--- config.mk ---
export PLATFORM = sky130hd
export DESIGN_NAME = fifo_write_arbiter
export DESIGN_NICKNAME = d
export VERILOG_FILES = /design/src/rtl/fifo_arb_pkg.sv /design/src/rtl/rr_pick.sv /design/src/rtl/fifo_write_arbiter.sv
export SDC_FILE = /design/constraint.sdc
export NUM_CORES = 1
export LEC_CHECK = 0
export BUFFER_PORTS_ARGS = -buffer_cell sky130_fd_sc_hd__buf_2
export CELL_PAD_IN_SITES_DETAIL_PLACEMENT = 2
export CELL_PAD_IN_SITES_GLOBAL_PLACEMENT = 2
export CORE_UTILIZATION = 31
export DETAILED_ROUTE_END_ITERATION = 10
export PLACE_DENSITY_LB_ADDON = 0.1
export SKIP_LAST_GASP = 1
export SLEW_MARGIN = 40
export SYNTH_ARGS = -nofsm -noshare
export SYNTH_HDL_FRONTEND = slang
export SYNTH_SLANG_ARGS = --single-unit
--- constraint.sdc ---
create_clock -name clk -period 11.8 [get_ports clk]
set_input_delay 1.18 -clock clk [delete_from_list [all_inputs] [get_ports clk]]
set_output_delay 1.18 -clock clk [all_outputs]
set_load 0.01 [all_outputs]
--- src/rtl/fifo_arb_pkg.sv ---
// Shared constants and width helpers for the FIFO write arbiter.
package fifo_arb_pkg;

  localparam int DEF_NUM_REQ     = 4;
  localparam int DEF_ITEM_SIZE   = 8;
  localparam int DEF_BUFFER_SIZE = 8;

  // The count must also hold BUFFER_SIZE itself, so one bit more than clog2.
  function automatic int occ_width(input int depth);
    return $clog2(depth) + 1;
  endfunction

  function automatic int idx_width(input int n);
    return (n > 1) ? $clog2(n) : 1;
  endfunction

endpackage

--- src/rtl/rr_pick.sv ---
// Combinational requester picker: round-robin after last_i, or a plain
// priority encoder when FIFO_ARB_FIXED_PRIORITY_EN is defined.
module rr_pick
  import fifo_arb_pkg::*;
#(
  parameter int NUM_REQ = DEF_NUM_REQ,
  parameter int IDX_W   = idx_width(NUM_REQ)
) (
  input  logic [NUM_REQ-1:0] req_i,
  input  logic [IDX_W-1:0]   last_i,
  output logic [NUM_REQ-1:0] grant_o,
  output logic [IDX_W-1:0]   idx_o
);

`ifdef FIFO_ARB_FIXED_PRIORITY_EN
  logic unused_last;
  assign unused_last = ^last_i;

  always_comb begin
    logic [IDX_W-1:0] cand;
    grant_o = '0;
    idx_o   = '0;
    cand    = '0;
    // Descending scan, so the lowest set index is the one left standing.
    for (int i = NUM_REQ - 1; i >= 0; i--) begin
      cand = IDX_W'(i);
      if (req_i[cand]) idx_o = cand;
    end
    if (|req_i) grant_o[idx_o] = 1'b1;
  end
`else
  always_comb begin
    logic [IDX_W-1:0] cand;
    logic             found;
    // NOTE: every output and temporary gets a default first; otherwise a path
    // that leaves one unassigned infers a latch.
    grant_o = '0;
    idx_o   = '0;
    cand    = '0;
    found   = 1'b0;
    for (int k = 1; k <= NUM_REQ; k++) begin
      cand = IDX_W'((int'(last_i) + k) % NUM_REQ);
      if (!found && req_i[cand]) begin
        found          = 1'b1;
        grant_o[cand]  = 1'b1;
        idx_o          = cand;
      end
    end
  end
`endif

endmodule

--- src/rtl/fifo_write_arbiter.sv ---
// Shares one FIFO write port among NUM_REQ producers with a registered write
// and a local occupancy count. Optional: FIFO_ARB_FIXED_PRIORITY_EN.
module fifo_write_arbiter
  import fifo_arb_pkg::*;
#(
  parameter int NUM_REQ     = DEF_NUM_REQ,
  parameter int ITEM_SIZE   = DEF_ITEM_SIZE,
  parameter int BUFFER_SIZE = DEF_BUFFER_SIZE
) (
  input  logic                               clk,
  input  logic                               rst,
  input  logic [NUM_REQ-1:0]                 req,
  input  logic [NUM_REQ*ITEM_SIZE-1:0]       req_data,
  output logic [NUM_REQ-1:0]                 grant,
  output logic                               fifo_write_en,
  output logic [ITEM_SIZE-1:0]               fifo_data_in,
  input  logic                               fifo_read_en,
  output logic [occ_width(BUFFER_SIZE)-1:0]  occupancy,
  output logic                               full
);

  localparam int OCC_W = occ_width(BUFFER_SIZE);
  localparam int IDX_W = idx_width(NUM_REQ);

  logic [NUM_REQ-1:0]   pick_grant;
  logic [IDX_W-1:0]     pick_idx;
  logic [IDX_W-1:0]     last_q, last_d;
  logic                 wr_en_q;
  logic [ITEM_SIZE-1:0] data_q, data_d;
  logic [OCC_W-1:0]     occ_q, occ_d;
  logic                 inflight;
  logic                 accept;
  logic                 read_consumed;

  rr_pick #(
    .NUM_REQ (NUM_REQ),
    .IDX_W   (IDX_W)
  ) u_pick (
    .req_i   (req),
    .last_i  (last_q),
    .grant_o (pick_grant),
    .idx_o   (pick_idx)
  );

  // The write register doubles as the in-flight flag: both are "accepted last cycle".
  assign inflight = wr_en_q;
  assign full     = (occ_q == OCC_W'(BUFFER_SIZE));
  assign grant    = (rst || full) ? '0 : pick_grant;
  assign accept   = |grant;

  // Items already inside the FIFO exclude the write still on its way in.
  assign read_consumed = fifo_read_en && (occ_q > OCC_W'(inflight));

  always_comb begin
    occ_d  = occ_q;
    last_d = last_q;
    data_d = data_q;
    case ({accept, read_consumed})
      2'b10:   occ_d = occ_q + OCC_W'(1);
      2'b01:   occ_d = occ_q - OCC_W'(1);
      default: occ_d = occ_q;
    endcase
    if (accept) begin
      data_d = ITEM_SIZE'(req_data >> (int'(pick_idx) * ITEM_SIZE));
`ifndef FIFO_ARB_FIXED_PRIORITY_EN
      last_d = pick_idx;
`endif
    end
  end

  // NOTE: sequential state uses non-blocking assignment so every register
  // samples the pre-edge values regardless of statement order.
  always_ff @(posedge clk) begin
    if (rst) begin
      wr_en_q <= 1'b0;
      data_q  <= '0;
      occ_q   <= '0;
      last_q  <= IDX_W'(NUM_REQ - 1);
    end else begin
      wr_en_q <= accept;
      data_q  <= data_d;
      occ_q   <= occ_d;
      last_q  <= last_d;
    end
  end

  assign fifo_write_en = wr_en_q;
  assign fifo_data_in  = data_q;
  assign occupancy     = occ_q;

endmodule

Word level (Yosys, flattened, before mapping)
Index checks and enable logic that the tools add are counted.
Widths: inputs -> output; s select.
{"block": "totals", "regBits": 15, "word_cells": 69, "input_bits": 39}
{"block": "op_classes", "order_cmp": 9, "bitwise_logic": 3, "addsub": 6, "eq_ne": 3, "n_reduce_logical": 14, "shifts": 1, "n_mux": 29}
{"op": "$shr 32x5->8", "n": 1}
{"op": "$mux 4", "n": 5}
{"op": "$lt 2x3->1 const B", "n": 4}
{"op": "$or 4x4->4", "n": 3}
{"op": "$mux 1", "n": 11}
{"op": "$bmux 1 s2", "n": 4}
{"op": "$demux 1 s2", "n": 4}
{"op": "$ge 2x1->1 const B", "n": 4}
{"op": "$logic_and 1x1->1", "n": 8}
{"op": "$mux 2", "n": 4}
{"op": "$pmux 4 s2", "n": 1}
{"op": "$add 2x1->2 const B", "n": 2}
{"op": "$add 2x2->2 const B", "n": 2}
{"op": "$add 4x1->4 const B", "n": 1}
{"op": "$eq 4x4->1 const B", "n": 1}
{"op": "$gt 4x1->1", "n": 1}
{"op": "$reduce_or 4->1", "n": 1}
{"op": "$sub 4x1->4 const B", "n": 1}
{"op": "$logic_not 1->1", "n": 3}
{"op": "$eq 2x1->1 const B", "n": 1}
{"op": "$eq 2x2->1 const B", "n": 1}
{"op": "$reduce_bool 2->1", "n": 1}
{"op": "$logic_or 1x1->1", "n": 1}

Depth between registers and ports, before layout
{"block": "depth", "ltp_word": 17, "depth_mapped": 18, "depth_no_buf": 15}

By module
A second synthesis with hierarchy kept.
{"block": "hier_totals", "cells_unflattened": 152, "area_unflattened_um2": 1465.2}
{"mod": "fifo_write_arbiter", "instances": 1, "area_each_um2": 919.6, "cells_per_inst": 84, "seq_area_each_um2": 300.3}
{"mod": "rr_pick", "instances": 1, "area_each_um2": 545.5, "cells_per_inst": 68, "seq_area_each_um2": 0.0}

Worst setup path after synthesis
No wires, ideal clock.
{"block": "synth_path", "path_type": "input -> register", "from": "input req[3]", "to": "register occ_q[3], in the netlist occupancy[3]", "cell_stages": 15, "arrival_ns": 4.172, "slack_ns": 7.559, "n_path_buf": 2, "setup_time_ns": 0.070, "path_cell_list": "buf_6 > mux4_2 > nand2_1 > a311oi_1 > a221o_1 > or3_4 > nor3_2 > buf_4 > ha_1 > ha_1 > a21o_1 > a21oi_1 > xnor2_1 > or3_1 > a21oi_1"}
{"block": "synth_via", "elab_chain_len": 16}
{"item": "start, declared", "line": "fifo_write_arbiter.sv:12", "rtl": "input logic [NUM_REQ-1:0] req,"}
{"item": "$bmux 1 s2", "line": "rr_pick.sv:43", "rtl": "if (!found && req_i[cand]) begin"}
{"item": "$mux 1 (implied by the code)", "line": "rr_pick.sv:43"}
{"item": "$mux 1", "line": "rr_pick.sv:43"}
{"item": "$logic_not 1->1", "line": "rr_pick.sv:43"}
{"item": "$logic_and 1x1->1", "line": "rr_pick.sv:43"}
{"item": "$mux 1", "line": "rr_pick.sv:43"}
{"item": "$logic_not 1->1", "line": "rr_pick.sv:43"}
{"item": "$logic_and 1x1->1", "line": "rr_pick.sv:43"}
{"item": "$mux 1", "line": "rr_pick.sv:43"}
{"item": "$logic_not 1->1", "line": "rr_pick.sv:43"}
{"item": "$logic_and 1x1->1", "line": "rr_pick.sv:43"}
{"item": "$mux 4 *", "line": "rr_pick.sv:43"}
{"item": "$mux 4 *", "line": "fifo_write_arbiter.sv:48", "rtl": "assign grant = (rst || full) ? '0 : pick_grant;"}
{"item": "named net grant[3]", "line": "fifo_write_arbiter.sv:14", "rtl": "output logic [NUM_REQ-1:0] grant,"}
{"item": "$reduce_or 4->1 *", "line": "fifo_write_arbiter.sv:49", "rtl": "assign accept = |grant;"}
{"item": "$eq 2x1->1 / $eq 2x2->1 (equally long branches)", "line": "fifo_write_arbiter.sv:58", "rtl": "case ({accept, read_consumed})"}
{"item": "$pmux 4 s2 / $reduce_bool 2->1 (equally long branches)"}
{"item": "end signal, assigned", "line": "fifo_write_arbiter.sv:77", "rtl": "occ_q <= '0;"}
{"item": "end signal, assigned", "line": "fifo_write_arbiter.sv:82", "rtl": "occ_q <= occ_d;"}
{"item": "end, declared", "line": "fifo_write_arbiter.sv:30", "rtl": "logic [OCC_W-1:0] occ_q, occ_d;"}
The timed path passes the listed nets; every way through them passes the cells marked *. The select of a mux whose other input is x is not followed.
A chain may end at the register's enable or synchronous reset.

Worst setup path after layout
{"block": "layout_path", "from": "register last_q[1]", "to": "register occ_q[3], in the netlist occupancy[3]"}
{"block": "layout_via", "elab_chain_len": 17}
{"item": "start, declared", "line": "fifo_write_arbiter.sv:27", "rtl": "logic [IDX_W-1:0] last_q, last_d;"}
{"item": "start signal, assigned", "line": "fifo_write_arbiter.sv:78", "rtl": "last_q <= IDX_W'(NUM_REQ - 1);"}
{"item": "start signal, assigned", "line": "fifo_write_arbiter.sv:83", "rtl": "last_q <= last_d;"}
{"item": "parallel branches: the longest is 12 deep, another holds $lt 2x3->1"}
{"item": "$mux 4 *", "line": "rr_pick.sv:43"}
{"item": "$mux 4 *", "line": "fifo_write_arbiter.sv:48"}
{"item": "$reduce_or 4->1 *", "line": "fifo_write_arbiter.sv:49"}
{"item": "$eq 2x1->1 / $eq 2x2->1 (equally long branches)", "line": "fifo_write_arbiter.sv:58"}
{"item": "$pmux 4 s2 / $reduce_bool 2->1 (equally long branches)"}
Every way passes the cells marked *. The select of a mux whose other input is x is not followed.

==> results.md <==
* Final Cycle Share at 0.417
* Clk pwr share at 0.092
* Initial Util at 0.327
* Register bit total from synthesis at 15
* Post-Syn Nets at 219
* Cell variety after synth at 58
* Wirelength, routed at 4670 um
* Reg2Reg Depth at 15
* Switching share of power at 0.467
* Fmax at 0.203 GHz
* Max-Cap Viols at 0
* Commonest non-fill, non-tap cell in the layout: buf_2
* Mapped Area at 1570 um2
* Hold Buf Count CTS at 0
* CTS tree: yes
* Register area at 300 um2
* CTS resizes at 0
* Vias per inst at 5.21
* Clk sinks at 15
* Die H at 73.3 um
* Area delta synth->final at 21.4%
* P_int at 258 uW
* RSZ-0062 raised after global routing: no
* Final Skew at 0.00227 ns
* H-tree levels at 1
* Drt drc at 0
* Post-CTS Setup Inserts at 0
* Number of antenna-violating nets in the routed design at 0
* CP Capture Type: register
* Sequential Power Share at 0.202
* Seq/Total Area, Yosys at 0.191
* Gate power share at 0.706
* Core ar. at slightly below 5000 um2
* Die Footprint at 5370 um2
* Switching pwr at 226 uW
* Port Buffers at 56
* Worst setup SP type: register
* Commonest non-fill, non-tap cells in the layout: buf_2 (56), mux2i_1 (25), dfxtp_1 (15)
* Initial DRT Pass Iterations at 4
* WS Path Type: register to register
* Worst Path Arrival at around 5.1 ns
* Multi-input gate area at 1170 um2
* Total global-route track usage at 0.183
* Outcome: completed
* First-pass GRT wire length at 7370 um
* Antenna violations before repair at 0
* Cell area after layout at 1910 um2
* Period minus WS final at roughly 5 ns
* DP Area at 1860 um2
* GR Overflow Total at 0
* Min-delay worst type: register to register
* Crit path from: last_q[1]
* CP required at 11.99 ns
* Setup TNS at 0 ns
* Vias in the first global route at 1,486
* Fin nets at 270
* Via count at 1,480
* Peak VDD IR at 0.0809 mV
* Worst-path maximum fanout at 14
* Final setup violation count at 0
* WL/cell at ~16 um
* Final Max Slew Viols at 0
* Yosys Warn Count at 0
* Clock transition at the registers of the reported paths at ~0.070 ns
* Synth async-reset ratio at 0
* Reg2reg end: occupancy[3]
* CTS root buf: clkbuf_8
* Max-Slew Margin vs Limit at 0.507
* Detail Placement HPWL at ~3800 um
* Post-synth EDFFs at 0
* Slew @ Worst Pin at 0.740 ns
* Starting DRT DRC Count at 36
* Fraction of layout cells with a size suffix above 1 at 0.410
* Pwr dens at 253 nW/um2
* Cell Rows at 25
* Post-Syn Instances at 167
* Launch point of the worst reg-to-reg path: last_q[1]
* Leak at 0.000964 uW
* Chip width at around 73 um
* RePlAce Congestion at 0.824
* Fill cells at 582
* Synth Flop Type: dfxtp_1
* Fin. Hold Viols at 0
* Worst skew pair latency at approximately 0.26 ns
* ANT cells at 0
* Post-Syn Area per Cell at 9.43 um2
* Bufs on Longest Clock Path at 2
* I/O Pins at 57
* CTS buffer count at 3
* Critical Path Sink: occupancy[3]
* Reg2reg setup slack at 6.88 ns
* Maximum number of pins on one net before global-route repair at 18
logic make-up after synthesis:
group,share of synthesized area
buf+inv,0.0859
fa+ha+maj,0.108
compound gates,0.172
mux,0.247
flops,0.191
simple gates,0.180
xor+xnor,0.0167
registers in the layout, indices dropped and copies added (netlist names):
name / count
last_q: 2
fifo_write_en: 1
fifo_data_in: 8
occupancy: 4
power groups by stage:
stage	Sequential (uW)	Clock (uW)	Combinational, uW
6_report	97.6	44.6	342
4_1_cts	98.2	46.2	346
3_3_place_gp	97.1	0	325
2_1_floorplan	96.7	0	267
3_5_place_dp	98.7	0	345
5_1_grt	101	49.0	376
per-layer routing:
| metal | GRT usage | wire length, um |
|---|---|---|
| met5 | 0 | 0 |
| met4 | 0.0523 | 54 |
| met3 | 0.0384 | 197 |
| met2 | 0.328 | 2410 |
| met1 | 0.219 | 2010 |
how the worst min path moves through the flow:
stage,from,end,cells past startpoint
global route,fifo_data_in[7],fifo_data_in[7],2
detailed placement,fifo_data_in[6],fifo_data_in[6],2
CTS,fifo_data_in[4],fifo_data_in[4],2
floorplan,fifo_data_in[0],fifo_data_in[0],2
finish,fifo_data_in[4],fifo_data_in[4],2
global placement,fifo_data_in[3],fifo_data_in[3],2
worst max-delay path, stage by stage (launching register included):
cell     delay, ns
dfxtp_1       0.73
inv_1         0.30
ha_1          0.54
a21oi_1       0.21
nand2_1       0.19
o32ai_1       0.17
and2_1        0.21
a221o_2       0.47
nor3_4        0.57
ha_1          0.32
ha_1          0.25
a21o_1        0.17
a21oi_1       0.18
xnor2_1       0.09
or3_1         0.31
a21oi_1       0.15
synthesized netlist by cell type, types with 3 or more instances:
cell / instances / share of area
buf_2: 4 / 0.013
ha_1: 12 / 0.095
a21oi_1: 7 / 0.022
dfxtp_1: 15 / 0.19
mux2i_1: 25 / 0.16
inv_1: 7 / 0.017
nor2_1: 8 / 0.019
mux2_2: 9 / 0.064
buf_6: 3 / 0.021
nand2_1: 13 / 0.031
through the flow:
| step | instances | hold WS [ns] | worst slack (ns) | util | total power, uW |
|---|---|---|---|---|---|
| final | 284 | 0.466 | 6.88 | 0.397 | 484 |
| after global routing | 284 | 0.493 | 6.55 | 0.397 | 526 |
| after CTS | 284 | 0.471 | 6.88 | 0.395 | 491 |
| after detailed placement | 280 | 0.459 | 6.93 | 0.385 | 444 |
| after global placement | 280 | 0.445 | 6.95 | 0.383 | 422 |
| after floorplan | 167 | 0.482 | 7.56 | - | 363 |
layout make-up:
cell class                 count  share of cell area
tap                           67              0.0439
sequential                    15               0.157
clock buffer                   3              0.0216
inverter                       9              0.0177
multi-input combinational    133               0.610
clock inverter                 1             0.00262
timing repair buffer          56               0.147
Power figures use the tool's default switching activity.
